$ cat config.mk
export PLATFORM = sky130hd
export DESIGN_NAME = chord_arpeggiator
export DESIGN_NICKNAME = d
export VERILOG_FILES = /design/src/rtl/chord_arpeggiator.sv
export SDC_FILE = /design/constraint.sdc
export NUM_CORES = 1
export LEC_CHECK = 0
export CAP_MARGIN = 0
export CORE_ASPECT_RATIO = 1.1
export CORE_MARGIN = 5
export CORE_UTILIZATION = 40
export DETAILED_ROUTE_END_ITERATION = 8
export HOLD_SLACK_MARGIN = 0.03
export SLEW_MARGIN = 20
export SYNTH_ARGS = -nofsm -noshare
export SYNTH_HDL_FRONTEND = slang
export SYNTH_SLANG_ARGS = --single-unit
$ cat constraint.sdc
create_clock -name clk -period 5.5 [get_ports clk]
set_clock_uncertainty 0.1 [all_clocks]
set_input_delay 1.1 -clock clk [delete_from_list [all_inputs] [get_ports clk]]
set_output_delay 1.1 -clock clk [all_outputs]
set_load 0.05 [all_outputs]
$ cat src/rtl/chord_arpeggiator.sv
// Registered chord-to-voicing decoder with a timed up/down/up-down arpeggio player.
// state | meaning: IDLE wait for request, CALC register voicing, PLAY step through notes
module chord_arpeggiator #(
  parameter int NUM_NOTES = 4,
  parameter int NOTE_W    = 4,
  parameter int STEP_DIV  = 4
) (
  input  logic                        clk,
  input  logic                        reset_n,
  input  logic [3:0]                  chord,
  input  logic [3:0]                  key,
  input  logic [1:0]                  mode,
  input  logic                        chord_valid,
  output logic                        chord_ready,
  input  logic                        stop,
  output logic [NUM_NOTES*NOTE_W-1:0] notes_for_chord,
  output logic                        chord_done,
  output logic [NOTE_W-1:0]           note_out,
  output logic                        note_valid,
  output logic                        busy
);

  localparam int CW = (STEP_DIV > 1) ? $clog2(STEP_DIV) : 1;
  localparam int PW = 3;
  localparam logic [CW-1:0] CNT_RELOAD = CW'(STEP_DIV - 1);
  localparam logic [PW-1:0] LAST_UP    = PW'(NUM_NOTES - 1);
  localparam logic [PW-1:0] LAST_UD    = PW'(2 * NUM_NOTES - 3);
  localparam logic [PW-1:0] SPAN_UD    = PW'(2 * NUM_NOTES - 2);

  typedef enum logic [1:0] {IDLE, CALC, PLAY} state_t;

  state_t                        state;
  logic [3:0]                    chord_q, key_q;
  logic [1:0]                    mode_q;
  logic [PW-1:0]                 pos;
  logic [CW-1:0]                 cnt;
  logic [NUM_NOTES*NOTE_W-1:0]   notes_q;
  logic [NUM_NOTES*NOTE_W-1:0]   voicing;
  logic [NOTE_W-1:0]             slot [8];
  logic [PW-1:0]                 voice_idx, pos_next;
  logic [5:0]                    root, base;
  logic [5:0]                    ivs [4];
  logic                          rest, accept;
  logic [3:0]                    key_mod;

  function automatic logic [NOTE_W-1:0] wrap12(input logic [5:0] s);
    if (s >= 6'd24)      return NOTE_W'(s - 6'd24);
    else if (s >= 6'd12) return NOTE_W'(s - 6'd12);
    else                 return NOTE_W'(s);
  endfunction

  assign chord_ready = reset_n & ~stop & (state == IDLE || state == PLAY);
  assign accept      = chord_valid & chord_ready;
  assign busy        = (state == CALC) || (state == PLAY);
  assign key_mod     = (key >= 4'd12) ? key - 4'd12 : key;
  assign rest        = (chord_q == 4'd0) || chord_q[3];
  assign notes_for_chord = notes_q;

  // Root offset and interval set per scale degree
  always_comb begin
    root   = 6'd0;
    ivs[0] = 6'd0;
    ivs[1] = 6'd3;
    ivs[2] = 6'd7;
    ivs[3] = 6'd10;
    case (chord_q)
      4'd1: begin root = 6'd0;  ivs[1] = 6'd4; ivs[3] = 6'd11; end
      4'd2: root = 6'd2;
      4'd3: root = 6'd4;
      4'd4: begin root = 6'd5;  ivs[1] = 6'd4; ivs[3] = 6'd11; end
      4'd5: begin root = 6'd7;  ivs[1] = 6'd4; end
      4'd6: root = 6'd9;
      4'd7: begin root = 6'd11; ivs[2] = 6'd6; end
      default: root = 6'd0;
    endcase
    base    = {2'b00, key_q} + root;
    voicing = '0;
    if (!rest) begin
      for (int i = 0; i < NUM_NOTES; i++)
        voicing[(NUM_NOTES-1-i)*NOTE_W +: NOTE_W] = wrap12(base + ivs[i]);
    end
  end

  always_comb begin
    for (int i = 0; i < 8; i++) slot[i] = '0;
    for (int i = 0; i < NUM_NOTES; i++) slot[i] = notes_q[(NUM_NOTES-1-i)*NOTE_W +: NOTE_W];
  end

  // Up-down folds the position back so the endpoints play once per period
  always_comb begin
    case (mode_q)
      2'd2:    voice_idx = LAST_UP - pos;
      2'd3:    voice_idx = (pos > LAST_UP) ? SPAN_UD - pos : pos;
      default: voice_idx = pos;
    endcase
    if (mode_q == 2'd3) pos_next = (pos == LAST_UD) ? '0 : pos + 1'b1;
    else                pos_next = (pos == LAST_UP) ? '0 : pos + 1'b1;
  end

  always_ff @(posedge clk or negedge reset_n) begin
    if (!reset_n) begin
      state      <= IDLE;
      chord_q    <= '0;
      key_q      <= '0;
      mode_q     <= '0;
      pos        <= '0;
      cnt        <= '0;
      notes_q    <= '0;
      chord_done <= 1'b0;
      note_out   <= '0;
      note_valid <= 1'b0;
    end else begin
      chord_done <= 1'b0;
      note_valid <= 1'b0;
      case (state)
        IDLE: begin
          if (accept) begin
            chord_q <= chord;
            key_q   <= key_mod;
            mode_q  <= mode;
            state   <= CALC;
          end
        end
        CALC: begin
          notes_q    <= voicing;
          chord_done <= 1'b1;
          pos        <= '0;
          cnt        <= '0;
          if (rest || mode_q == 2'd0) begin
            state    <= IDLE;
            note_out <= '0;
          end else begin
            state    <= PLAY;
          end
        end
        PLAY: begin
          if (stop) begin
            state    <= IDLE;
            note_out <= '0;
          end else if (accept) begin
            chord_q <= chord;
            key_q   <= key_mod;
            mode_q  <= mode;
            state   <= CALC;
          end else if (cnt == '0) begin
            note_valid <= 1'b1;
            note_out   <= slot[voice_idx];
            pos        <= pos_next;
            cnt        <= CNT_RELOAD;
          end else begin
            cnt <= cnt - 1'b1;
          end
        end
        default: state <= IDLE;
      endcase
    end
  end

endmodule
== Yosys cells after proc, flatten, opt, wreduce, memory -nomap -nowiden ==
Index checks and enable logic that the tools add are counted.

* Bits in registers: 39
* Bits of input ports: 14
* Output and inout port bits: 24
* Logic and storage cells: 131

* Add/sub/neg operators: 17
* Magnitude comparators: 11
* Eq/ne operators: 19
* Muxes and demuxes: 53
* Bitwise logic cells: 5
* Reduce and logical (&&, ||, !) cells: 16

{| class="wikitable"
|+ Operators by type and width
! operator !! number
|-
| 4-bit two-way mux || 19
|-
| 4-bit subtractor, second input constant || 9
|-
| 3-bit two-way mux || 8
|-
| 4-bit one-hot mux with 2 select lines || 3
|-
| 4-bit one-hot mux with 6 select lines || 1
|-
| 6-bit by 4-bit >= comparator with 1-bit output, second input constant || 3
|-
| 6-bit by 5-bit >= comparator with 1-bit output, second input constant || 3
|-
| 4-bit by 3-bit equality test with 1-bit output, second input constant || 4
|-
| 16-bit two-way mux || 1
|-
| 2-bit two-way mux || 8
|-
| 5-bit by 3-bit adder with 6-bit output || 2
|-
| 4-bit binary-select mux with 3-bit select || 1
|-
| 3-bit one-hot mux with 2 select lines || 2
|-
| 4-bit by 2-bit equality test with 1-bit output, second input constant || 2
|-
| 4-bit >= comparator, second input constant || 2
|-
| 2-bit one-hot mux with 2 select lines || 2
|-
| 4-bit AND reduction || 2
|-
| 1-bit two-way mux || 7
|-
| 5-bit by 4-bit adder with 6-bit output || 1
|-
| 2-bit equality test, second input constant || 3
|-
| 2-bit logical NOT || 3
|-
| 2-bit one-hot mux with 3 select lines || 1
|-
| 4-bit by 4-bit adder with 5-bit output || 1
|-
| 5-bit by 4-bit >= comparator with 1-bit output, second input constant || 1
|-
| 24 further kinds || 32
|}

== Logic depth before layout (Yosys ltp) ==
Gate-level depths: netlist of run 1.

* Depth in word-level cells: 11
* Depth in mapped cells: 18

== Worst setup path after synthesis of run 1 ==
Ideal clock, no wire load.

* Kind: register -> register
* From: reg chord_q[1]
* To: reg notes_q[11], in the netlist notes_for_chord[11]
* Setup time: 0.122 ns
* Arrival: 3.806 ns
* Data required time: 5.278 ns
* Path slack: 1.472 ns
* Stages on the path, launching flop included: 16
* Path buffers: 1
* Path through: dfrtp_1 clkbuf_1 or3b_2 a21o_1 fa_1 xor2_2 inv_2 ha_1 a21oi_1 and2_2 xnor2_1 ha_1 o211ai_1 o21ai_0 a221o_1 a32o_1

* Word-level cells in the longest chain between the ends: 8
* Elaborated cells on any way between the ends: 21
* Those cells by class: add/sub (4); order compare (2); eq/ne (7); mux (5); reduce/logical (3)

{| class="wikitable"
|+ Ends and longest elaborated chain
! item !! line !! source
|-
| from (decl) || 33 || <nowiki>logic [3:0] chord_q, key_q;</nowiki>
|-
| from (signal assigned) || 118 || <nowiki>chord_q <= chord;</nowiki>
|-
| from (signal assigned) || 141 || <nowiki>chord_q <= chord;</nowiki>
|-
| 4-bit by 3-bit equality test with 1-bit output, or another cell as far along || 66 || <nowiki>case (chord_q)</nowiki>
|-
| 4-bit one-hot mux with 6 select lines / 3-bit OR reduction (equally long branches) || -- ||
|-
| 4-bit by 4-bit adder with 5-bit output / 3-bit two-way mux (equally long branches) || 76, 66 ||
|-
| 5-bit by 3-bit adder with 6-bit output || 80 || <nowiki>voicing[(NUM_NOTES-1-i)*NOTE_W +: NOTE_W] = wrap12(base + ivs[i]);</nowiki>
|-
| 6-bit by 4-bit >= comparator with 1-bit output / 4-bit subtractor (equally long branches) || 48 || <nowiki>else if (s >= 6'd12) return NOTE_W'(s - 6'd12);</nowiki>
|-
| 4-bit two-way mux || 48 ||
|-
| 4-bit two-way mux || 47 || <nowiki>if (s >= 6'd24) return NOTE_W'(s - 6'd24);</nowiki>
|-
| 16-bit two-way mux * || 78 || <nowiki>if (!rest) begin</nowiki>
|-
| to (signal assigned) || 125 || <nowiki>notes_q <= voicing;</nowiki>
|-
| to (decl) || 37 || <nowiki>logic [NUM_NOTES*NOTE_W-1:0] notes_q;</nowiki>
|}

Mark *: on every way between the ends. The rest lies on a longest branch, timed or not.
A chain may end at the register's enable or synchronous reset.

== Final worst setup path of run 1 ==
Same ends and word-level chain as after synthesis.

==> results by stage, run 1 <==
GRT:
- Entering global routing, the biggest net connects 42 pins.
- The total global-route track usage is 16.1%.
- The first-pass GRT wire length is 12.0 mm.
- The number of global-route vias before repair is 2406.
- For this run the aggregate overflow at the end of global routing stands at 0.
- The met3 capacity usage during global routing is 2.50%.
- The most heavily used metal layer in global routing is met2.
- The met2 track utilization from global routing is 26.6%.
- For met1 alone, demand over resource in global routing was 20.9%.
- The number of antenna violations at the first check in global routing came to 0.

Route:
- The iteration count of the initial detailed-routing pass is 5.
- The number of nets still failing antenna checks after routing is 0.
- The routed wire length per instance is 16.4 um.
- Using the TritonRoute via totals, the vias-per-cell ratio works out to 5.70.
- The DRC violation count after routing is 0.
- Detailed routing inserted a total of 2493 vias.
- The initial detailed-routing violation count is 132.
- For this block, the routed nets add up to 7.15 mm of wire.

Synth:
- The synthesized design contains 0 enable-type register cells.
- The number of nets handed over by synthesis was 358.
- The share of flip-flops with an asynchronous set or reset after synthesis is 100%.
- For this run, the number of Yosys warnings is 0.
- The sequential area share after synthesis is 33.5%.
- Summing every instance area after synthesis gives 2910 um^2.
- The mean cell area of the mapped netlist is 9.19 um^2.
- Among all flip-flop cells after synthesis, the most frequent one is sky130_fd_sc_hd__dfrtp_1.
- The count of unique library cells instantiated by Yosys is 52.
- The number of synthesized register bits is 39.
- Synthesis produced 317 cells.

Clock network:
- The clock latency reported for the late side of the worst-skew pair is 0.29 ns.
- The CTS clock-pin slew for the worst setup and hold paths is 0.08 ns.
- In this run, CTS created clock tree buffers numbering 5.
- The clock root buffer master is sky130_fd_sc_hd__clkbuf_8.
- The total number of clock tree sinks is 39.
- The post-CTS setup-driven buffer insertion count is 0.
- In this run the deepest clock path goes through 2 buffers.
- The number of hold buffers added after CTS is 0.
- The H-tree was split into 2 levels.
- The post-CTS resize count is 0.
- TritonCTS built the clock tree.

STA:
- The highest clock rate is 234 MHz.
- Measured against its own limit, the worst slew margin works out to 48.6%.
- The final critical delay including setup and external delays is 4.27 ns.
- The count of final max-slew check failures came to 0.
- Setup slack on the critical path of the routed design comes to 1.23 ns.
- The final hold violation count is 0.
- In the finished design, the share of the clock period the worst path needs comes to 77.6%.
- Setup repair after global routing left no endpoint under its margin.
- The total negative slack is 0 ns.
- The measured slew at the worst slew-check pin is 0.766 ns.
- The total of endpoints with negative setup slack in the final report is 0.

Setup path:
- The type of destination of the critical path is a register.
- Along the worst path, the maximum fanout reaches 13.
- Data on the critical path arrives at its endpoint at 4.35 ns.
- The data required time at the worst endpoint is 5.58 ns.
- The worst setup path is of the reg2reg kind.
- The nature of the critical path startpoint is a register.

Place:
- The number of buffer cells added on primary ports is 37.
- Once detailed placement completed, the half-perimeter wirelength came to 5.41 mm.
- Routability-driven placement finished with a final weighted congestion of 0.849.
- Before CTS, the worst setup slack after placement is 1.26 ns.

Final layout:
- The final antenna diode count is 0.
- The filler cell count is 679.
- Of the cells placed in the final design, the portion with a size suffix greater than 1 is 9.66%.
- The library cell used most frequently in the layout, excluding fill and tap cells, is sky130_fd_sc_hd__dfrtp_1.
- The top cell types in the final layout, fill and taps aside, are sky130_fd_sc_hd__dfrtp_1, sky130_fd_sc_hd__clkdlybuf4s50_1, sky130_fd_sc_hd__nand2_1.
- In the final design database the tool counted 392 nets.
- For this run, the share of the core covered by cells in the final layout is 48.8%.
- The layout overhead on the synthesized area is 18.0%.

Status:
- The run finished with clean final reports.

Die:
- In this run the standard cell core region covers 7050 um^2.
- The floorplan step defined a die boundary enclosing 9090 um^2.
- The die is 91.4 um wide.
- The number of top-level pins is 38.
- The y dimension of the die is 99.5 um.
- Once the floorplan was initialized, standard cells occupied 41.3% of the core.
- The number of placement rows is 32.

Min path:
- The type of the tightest min-delay check is reg2reg.

Run:
- Across the run, the number of max-cap violations was 0.
==> critical path, stage by stage (launching register included) <==
cell and delay, ns:
sky130_fd_sc_hd__dfrtp_1 0.51, sky130_fd_sc_hd__or3b_2 0.47, sky130_fd_sc_hd__a21o_1 0.21, sky130_fd_sc_hd__fa_1 0.44, sky130_fd_sc_hd__xor2_2 0.16, sky130_fd_sc_hd__buf_4 0.21, sky130_fd_sc_hd__inv_2 0.10, sky130_fd_sc_hd__ha_1 0.33
sky130_fd_sc_hd__a21oi_1 0.24, sky130_fd_sc_hd__and2_2 0.24, sky130_fd_sc_hd__xnor2_1 0.15, sky130_fd_sc_hd__ha_1 0.27, sky130_fd_sc_hd__o211ai_1 0.08, sky130_fd_sc_hd__o21ai_0 0.10, sky130_fd_sc_hd__a221o_1 0.27, sky130_fd_sc_hd__a32o_1 0.26
==> layer usage <==
| metal | wire [um] | vias to the layer above |
|---|---|---|
| met3 | 232 | 12 |
| met2 | 3480 | 47 |
| met4 | 179 | 0 |
| met1 | 3250 | 1224 |
| li1 | - | 1210 |
| met5 | 0 | - |
==> cells in the mapped netlist (5+ instances only) <==
| master | count | area, um^2 |
|---|---|---|
| sky130_fd_sc_hd__ha_1 | 25 | 313 |
| sky130_fd_sc_hd__nand3b_1 | 6 | 45.0 |
| sky130_fd_sc_hd__nor2_1 | 21 | 78.8 |
| sky130_fd_sc_hd__dfrtp_1 | 39 | 976 |
| sky130_fd_sc_hd__a22o_1 | 10 | 87.6 |
| sky130_fd_sc_hd__xnor2_1 | 10 | 87.6 |
| sky130_fd_sc_hd__nand3_1 | 8 | 40.0 |
| sky130_fd_sc_hd__buf_2 | 5 | 25.0 |
| sky130_fd_sc_hd__o21ai_0 | 23 | 115 |
| sky130_fd_sc_hd__nand2b_1 | 5 | 31.3 |
| sky130_fd_sc_hd__inv_1 | 22 | 82.6 |
| sky130_fd_sc_hd__nor3_1 | 13 | 65.1 |
| sky130_fd_sc_hd__nand2_1 | 27 | 101 |
| sky130_fd_sc_hd__clkbuf_1 | 9 | 33.8 |
| sky130_fd_sc_hd__a21oi_1 | 15 | 75.1 |
| sky130_fd_sc_hd__o2bb2ai_1 | 5 | 43.8 |
| sky130_fd_sc_hd__mux2_2 | 9 | 101 |
==> registers in the layout, indices dropped and copies added (netlist names) <==
name             flops
chord_q              4
mode_q               2
cnt                  2
state                2
key_q                4
note_valid           1
chord_done           1
note_out             4
pos                  3
notes_for_chord     16
==> worst paths after layout <==
check / startpoint / endpoint / slack (ns) / cells past startpoint
worst max-delay path: chord_q[1] / notes_for_chord[11] / 1.23 / 15
worst min-delay path: key_q[2] / key_q[2] / 0.40 / 2
worst max register to register: chord_q[1] / notes_for_chord[11] / 1.23 / 15
worst min register to register: key_q[2] / key_q[2] / 0.40 / 2
max in group asynchronous: reset_n / chord_q[0] / 4.15 / 2
min in group asynchronous: reset_n / cnt[1] / 0.78 / 2
==> final cells by class <==
type | count | area (um^2) | area share, %
multi-input cells | 241 | 1790 | 52.1
clock buffers | 7 | 76.3 | 2.22
well taps | 85 | 106 | 3.09
inverters | 23 | 86.3 | 2.51
clock inverters | 1 | 5.00 | 0.146
repair buffers | 41 | 395 | 11.5
flip-flops and latches | 39 | 976 | 28.4
==> stage by stage <==
stage / hold slack (ns) / area (um^2) / cells
final: 0.399 / 3440 / 437
after global routing: 0.437 / 3440 / 437
after CTS: 0.410 / 3440 / 437
after detailed placement: 0.392 / 3360 / 429
after global placement: 0.383 / 3360 / 429
after floorplan: 0.356 / 2910 / 317
==> logic make-up (layout without fill, tap and decap cells) <==
kind of cell,Yosys count,count (layout),share of synthesized area (%)
AOI/OAI and AO/OA,85,85,20.4
and+or+nand+nor,101,101,17.5
xor gates and xnor gates,11,11,3.57
DFF,39,39,33.5
buffers and inverters,37,72,4.98
muxes,17,17,7.95
adders and majority gates,27,27,12.1
Power of run 1 is left out: the tool's default activity adds up to more than one toggle a clock period on the data nets, which glitch-free logic cannot reach.
==> inputs of run 2 (changes only) <==
==> constraint.sdc (replaced) <==
create_clock -name clk -period 4.1 [get_ports clk]
set_clock_uncertainty 0.1 [all_clocks]
set_input_delay 0.82 -clock clk [delete_from_list [all_inputs] [get_ports clk]]
set_output_delay 0.82 -clock clk [all_outputs]
set_load 0.05 [all_outputs]
==> run 2 against run 1 <==
Net effect: cell count up 1.6%; non-clock buffer count up 8; first-iteration DRC count up 57%; wire length about the same; flip-flop and latch count unchanged; critical path type unchanged; die area unchanged; sequential share of layout area down 0.69 points; hold slack better by 0.0058 ns; final area up 2.5%; global-route usage up 0.23 points.
==> results by stage, run 2 (synthesis gave the netlist of run 1 again) <==
STA:
- The worst path needs 3.91 ns of the cycle, external delays included.
- In this run the tightest slew margin relative to its limit is 57.8%.
- Setup repair after global routing left no endpoint under its margin.
- The total negative slack is 0 ns.
- The share of the clock period used by the worst path after layout is 95.4%.
- The measured slew at the worst slew-check pin is 0.628 ns.
- Setup violations remaining at the end of the flow were counted as 0.
- The highest clock rate is 256 MHz.
- The count of final max-slew check failures is 0.
- The final hold violation count is 0.

GRT:
- The first global-routing pass estimated 12.3 mm of wire.
- The number of antenna violations at the first check in global routing is 0.
- In the global route stage, met1 resource usage came out at 22.3%.
- The number of global-route vias before repair came to 2478.
- Entering global routing, the biggest net connects 42 pins.
- The most heavily used metal layer in global routing is met2.
- The total global-route track usage is 16.3%.
- For this run the aggregate overflow at the end of global routing stands at 0.
- Global routing consumed, on the met3 layer, 2.04% of the routing resources.
- In the global route stage, met2 resource usage came out at 27.6%.

Clock network:
- TritonCTS built the clock tree.
- Clock-pin slew was measured on the worst setup and hold paths at 0.08 ns.
- The post-CTS resize count is 0.
- The post-CTS setup-driven buffer insertion count is 0.
- The total number of H-tree levels is 2.
- The maximum clock insertion buffer count is 2.
- Clock tree synthesis inserted a total of 5 buffers.
- After clock tree synthesis, the flow added hold-fix buffers numbering 0.
- The clock root buffer master is sky130_fd_sc_hd__clkbuf_8.
- The total number of clock tree sinks is 39.
- Clock latency on the worst-skew pair, taken at its later pin, is 0.29 ns.

Final layout:
- The area of the multi-input gates is 1810 um^2.
- The filler cell count is 646.
- At the end of the flow the core is filled with cells to 50.0%.
- The post-route netlist has 12.8% of its cells at a drive strength greater than 1.
- In the layout the commonest cells are sky130_fd_sc_hd__dfrtp_1, sky130_fd_sc_hd__clkdlybuf4s50_1, sky130_fd_sc_hd__nand2_1.
- The layout overhead on the synthesized area is 20.9%.
- The number of flip-flops in the largest register is 16.
- The most common cell after layout, fill and taps aside is sky130_fd_sc_hd__dfrtp_1.
- The number of nets at the end of the flow is 400.
- Across the whole layout, storage elements account for 976 um^2.
- 0 antenna diodes ended up in the layout.

Die:
- In this run the core area contains 32 standard-cell rows.
- The initial standard-cell utilization of the core is 41.3%.
- The number of top-level pins is 38.
- From bottom edge to top edge, the die measures 99.5 um.
- The die covers 9090 um^2.
- In this run the standard cell core region covers 7050 um^2.
- The horizontal extent of the die is 91.4 um.

Route:
- The final layout contains routed wiring with a total length of 7.15 mm.
- In the final routed layout, each cell accounts on average for 16.1 um.
- The average via count per standard cell is 5.59.
- The total via count in the routed design is 2480.
- The initial detailed-routing violation count is 207.
- The first TritonRoute pass finished after 5 iterations.
- In this run the remaining antenna-violating nets after routing total 0.
- The DRC violation count after routing is 0.

Place:
- Routability-driven placement finished with a final weighted congestion of 0.871.
- Input and output buffers added on the ports amount to 37.
- Detailed placement ended at an HPWL of 5.44 mm.

Min path:
- The tightest min-delay check is of the reg2reg type.

Setup path:
- The nature of the critical path startpoint is a register.
- STA classifies the critical path endpoint as a register.
- The critical path is of the reg2reg type.
- For the worst setup path, the data arrival time is 3.99 ns.
- The maximum net fanout on the critical path is 12.
- STA puts the critical path data required time at 4.18 ns.

Status:
- The flow ran to the end, and the final reports show no timing, DRC or antenna violations.

Run:
- Max-cap violations in this run came to 0.
## run 2: changes by cell type in the layout (fill, tap and decap cells not counted), sizes merged
cell    previous run  this run
buf                5        13
clkbuf             7         6
## run 2: per-stage QoR
step	hold WS (ns)	cell area (um^2)	setup WS [ns]	instances
floorplan	0.356	2910	0.0721	317
global placement	0.391	3420	0.273	437
detailed placement	0.395	3420	0.210	437
CTS	0.413	3500	0.201	444
global route	0.435	3520	0.0250	444
finish	0.405	3520	0.190	444
## run 2: final timing paths
check                       startpoint             endpoint  slack [ns]  cells past startpoint
max                         chord_q[0]  notes_for_chord[11]        0.19                     14
min                        note_out[0]          note_out[0]        0.41                      1
max reg2reg                 chord_q[0]  notes_for_chord[11]        0.19                     14
min reg2reg                note_out[0]          note_out[0]        0.41                      1
max in group asynchronous      reset_n             key_q[2]        3.02                      2
min in group asynchronous      reset_n               cnt[1]        0.51                      2
## run 2: worst max-delay path: stages (launching register included)
cell	delay (ns)
sky130_fd_sc_hd__dfrtp_1	0.37
sky130_fd_sc_hd__or3b_2	0.46
sky130_fd_sc_hd__a21o_1	0.22
sky130_fd_sc_hd__fa_1	0.45
sky130_fd_sc_hd__xor2_2	0.20
sky130_fd_sc_hd__buf_4	0.22
sky130_fd_sc_hd__o211ai_1	0.17
sky130_fd_sc_hd__a21o_1	0.24
sky130_fd_sc_hd__and2_2	0.23
sky130_fd_sc_hd__xnor2_2	0.14
sky130_fd_sc_hd__ha_1	0.31
sky130_fd_sc_hd__o211ai_1	0.08
sky130_fd_sc_hd__o21ai_0	0.10
sky130_fd_sc_hd__a221o_1	0.26
sky130_fd_sc_hd__a32o_1	0.25
## run 2: cell type report
class / count / area share (%)
multi-input combinational: 241 / 51.4
sequential: 39 / 27.7
timing repair buffer: 49 / 12.9
tap: 85 / 3.02
inverter: 23 / 2.45
clock buffer: 6 / 2.34
clock inverter: 1 / 0.142
## run 2: per-layer routing
layer  routed length [um]  share of wire (%)
met4                   60               0.84
met5                    0                  0
met3                  243                3.4
met1                 3290                 46
met2                 3550                 50
Power of run 2 is left out for the same reason.
==> inputs of run 3 (changes only) <==
--- a/config.mk
+++ b/config.mk
@@ -7,8 +7,8 @@
 export LEC_CHECK = 0
 export CAP_MARGIN = 0
 export CORE_ASPECT_RATIO = 1.1
-export CORE_MARGIN = 5
 export CORE_UTILIZATION = 40
+export CTS_BUF_LIST = sky130_fd_sc_hd__clkbuf_4 sky130_fd_sc_hd__clkbuf_8
 export DETAILED_ROUTE_END_ITERATION = 8
 export HOLD_SLACK_MARGIN = 0.03
 export SLEW_MARGIN = 20
==> constraint.sdc (replaced) <==
create_clock -name clk -period 5.06 [get_ports clk]
set_clock_uncertainty 0.1 [all_clocks]
set_input_delay 1.012 -clock clk [delete_from_list [all_inputs] [get_ports clk]]
set_output_delay 1.012 -clock clk [all_outputs]
set_load 0.05 [all_outputs]
==> run 3 against run 2 <==
Net effect: count of clock-buffer cells in the layout fell by 1; sequential share of layout area rose by 0.24 points; wire length fell by 3.1%; global-route usage rose by 3.2 points; register-to-register slack improved by 0.58 ns; critical path depth rose by 3; first-iteration DRC count fell by 29%; via count fell by 1.3%; cell count fell by 1.6%.
==> results by stage, run 3 (synthesis gave the netlist of run 1 again) <==
Final layout:
- The final design utilization is 49.6%.
- In the layout the commonest cells are sky130_fd_sc_hd__dfrtp_1, sky130_fd_sc_hd__clkdlybuf4s50_1, sky130_fd_sc_hd__nand2_1.
- The filler cell count is 676.
- For this run, the number of standard cells in the final layout without fillers is 437.
- Compared with the post-synthesis result, the final layout area differs by 19.9%.
- The register with the most flip-flops in the layout has 16 of them.
- 0 antenna diodes ended up in the layout.
- In the final layout, the share of cells above drive strength 1 is 10.2%.
- The final instance area is 3490 um^2.
- The most common cell after layout, fill and taps aside is sky130_fd_sc_hd__dfrtp_1.
- The net count of the finished layout is 392.

Route:
- The met1 wire length is 3.27 mm.
- In the routed design, unresolved DRC markers number 0.
- The routed wire length per instance is 15.8 um.
- The average via count per standard cell is 5.60.
- The routed design uses 3.29 mm of met2 wire.
- The total via count in the routed design is 2448.
- The met3 wirelength from detailed routing is 258 um.
- The initial detailed-routing violation count is 146.
- In this run the top signal layer used is met4.
- The pre-antenna-repair detailed-routing pass consisted of 4 iterations.
- Summed over all layers, the routed wires come to 6.93 mm.
- Once detail routing completed, the nets flagged for antenna violations numbered 0.

GRT:
- The total global-route track usage is 19.5%.
- The overall overflow remaining after global route is 0.
- The number of global-route vias before repair was 2402.
- The first-pass GRT wire length is 12.0 mm.
- The number of antenna violations at the first check in global routing is 0.
- The pin count of the biggest net entering global routing is 42.

Clock network:
- The clock latency reported for the late side of the worst-skew pair is 0.30 ns.
- For this design, the CTS-stage hold fixing added 0 buffers.
- Clock-pin slew was measured on the worst setup and hold paths at 0.08 ns.
- The post-CTS resize count is 0.
- The number of clock buffers added by TritonCTS is 5.
- The H-tree generated during clock tree synthesis spans 2 levels.
- The clock net in this run drives a total of 39 sinks.
- The clock root buffer master is sky130_fd_sc_hd__clkbuf_8.
- Post-CTS timing repair inserted 0 buffers for setup.
- The clock passes through at most 2 buffers.
- The TritonCTS clock tree is built.

Setup path:
- The source of the worst register-to-register timing path is chord_q[1].
- The nature of the critical path startpoint is a register.
- The type of destination of the critical path is a register.
- The register-to-register setup slack is 0.77 ns.
- Of all nets on the critical path, the largest fanout is 13.
- The path depth of the worst reg2reg path is 17.
- In this run the critical register-to-register path is captured at notes_for_chord[10].
- The critical path class is reg2reg.
- STA puts the critical path data required time at 5.14 ns.
- The data arrival time of the critical path is 4.37 ns.

STA:
- The measured slew at the worst slew-check pin is 0.720 ns.
- Summed over all failing endpoints, the final setup total negative slack is 0 ns.
- The highest clock rate is 233 MHz.
- The headroom to the max-slew limit is 51.7%.
- The share of the clock period used by the worst path after layout is 84.8%.
- The count of final max-slew check failures came to 0.
- The final critical delay including setup and external delays is 4.29 ns.
- Setup violations remaining at the end of the flow were counted as 0.
- The final hold violation count is 0.
- Setup repair after global routing left no endpoint under its margin.

Die:
- During I/O placement, the number of pins put on the boundary was 38.
- Once the floorplan was initialized, standard cells occupied 41.3% of the core.
- The y dimension of the die is 91.5 um.
- The area of the die is 7630 um^2.
- Measured along the x axis, the die boundary spans 83.4 um.
- The area of the core region is 7050 um^2.
- The number of placement rows is 32.

Status:
- The run finished with clean final reports.

Place:
- The placed instance count is 429.
- After detailed placement, the total cell area comes to 3360 um^2.
- The last weighted congestion value of the routability-driven placer is 0.826.
- The number of buffer cells added on primary ports is 37.
- The wire-length estimate of the detail-placed layout is 5.24 mm.

Min path:
- The worst hold path belongs to the class reg2reg.
- The capture endpoint of the worst hold path is key_q[2].
- The worst hold path begins at key_q[2].
- Along the worst hold path, the cell count comes to 2.

Run:
- The tool flagged a number of max-cap violations equal to 0.
[run 3: critical path, stage by stage (launching register included)]
cell and delay [ns]:
sky130_fd_sc_hd__dfrtp_1 0.52, sky130_fd_sc_hd__or3b_2 0.47, sky130_fd_sc_hd__a21o_1 0.21, sky130_fd_sc_hd__fa_1 0.45
sky130_fd_sc_hd__xor2_2 0.16, sky130_fd_sc_hd__buf_4 0.21, sky130_fd_sc_hd__inv_2 0.10, sky130_fd_sc_hd__ha_1 0.33
sky130_fd_sc_hd__a21oi_1 0.25, sky130_fd_sc_hd__and2_2 0.24, sky130_fd_sc_hd__xnor2_1 0.10, sky130_fd_sc_hd__ha_1 0.23
sky130_fd_sc_hd__nand3_1 0.08, sky130_fd_sc_hd__a211oi_1 0.06, sky130_fd_sc_hd__a311oi_1 0.37, sky130_fd_sc_hd__nor3_1 0.08
sky130_fd_sc_hd__mux2i_1 0.16, sky130_fd_sc_hd__nand2_1 0.06
[run 3: worst max-delay path by stage]
stage,from,end,slack (ns),depth (start not counted)
floorplan,chord_q[1],notes_for_chord[11],1.03,15
CTS,chord_q[1],notes_for_chord[11],0.80,15
global route,chord_q[1],notes_for_chord[10],0.48,17
detailed placement,chord_q[1],notes_for_chord[11],0.82,15
global placement,chord_q[1],notes_for_chord[11],0.89,15
finish,chord_q[1],notes_for_chord[10],0.77,17
[run 3: layout make-up]
class,instances,area [um^2],share of cell area [%]
clock buffers,5,68.8,1.97
clock inverters,3,67.6,1.93
inverters,23,86.3,2.47
multi-input cells,241,1790,51.3
flip-flops and latches,39,976,27.9
well taps,85,106,3.05
repair buffers,41,395,11.3
[run 3: stage by stage]
| stage | hold WS [ns] | worst slack, ns |
|---|---|---|
| after floorplan | 0.356 | 1.03 |
| after CTS | 0.400 | 0.795 |
| after global placement | 0.380 | 0.895 |
| after global routing | 0.423 | 0.485 |
| final | 0.391 | 0.770 |
| after detailed placement | 0.381 | 0.817 |
[run 3: metal layers]
layer	global-route usage (%)	vias up
met5	0	-
met4	6.03	0
met3	3.09	11
met2	32.3	66
met1	26.2	1158
li1	-	1213
Power of run 3 is left out for the same reason.
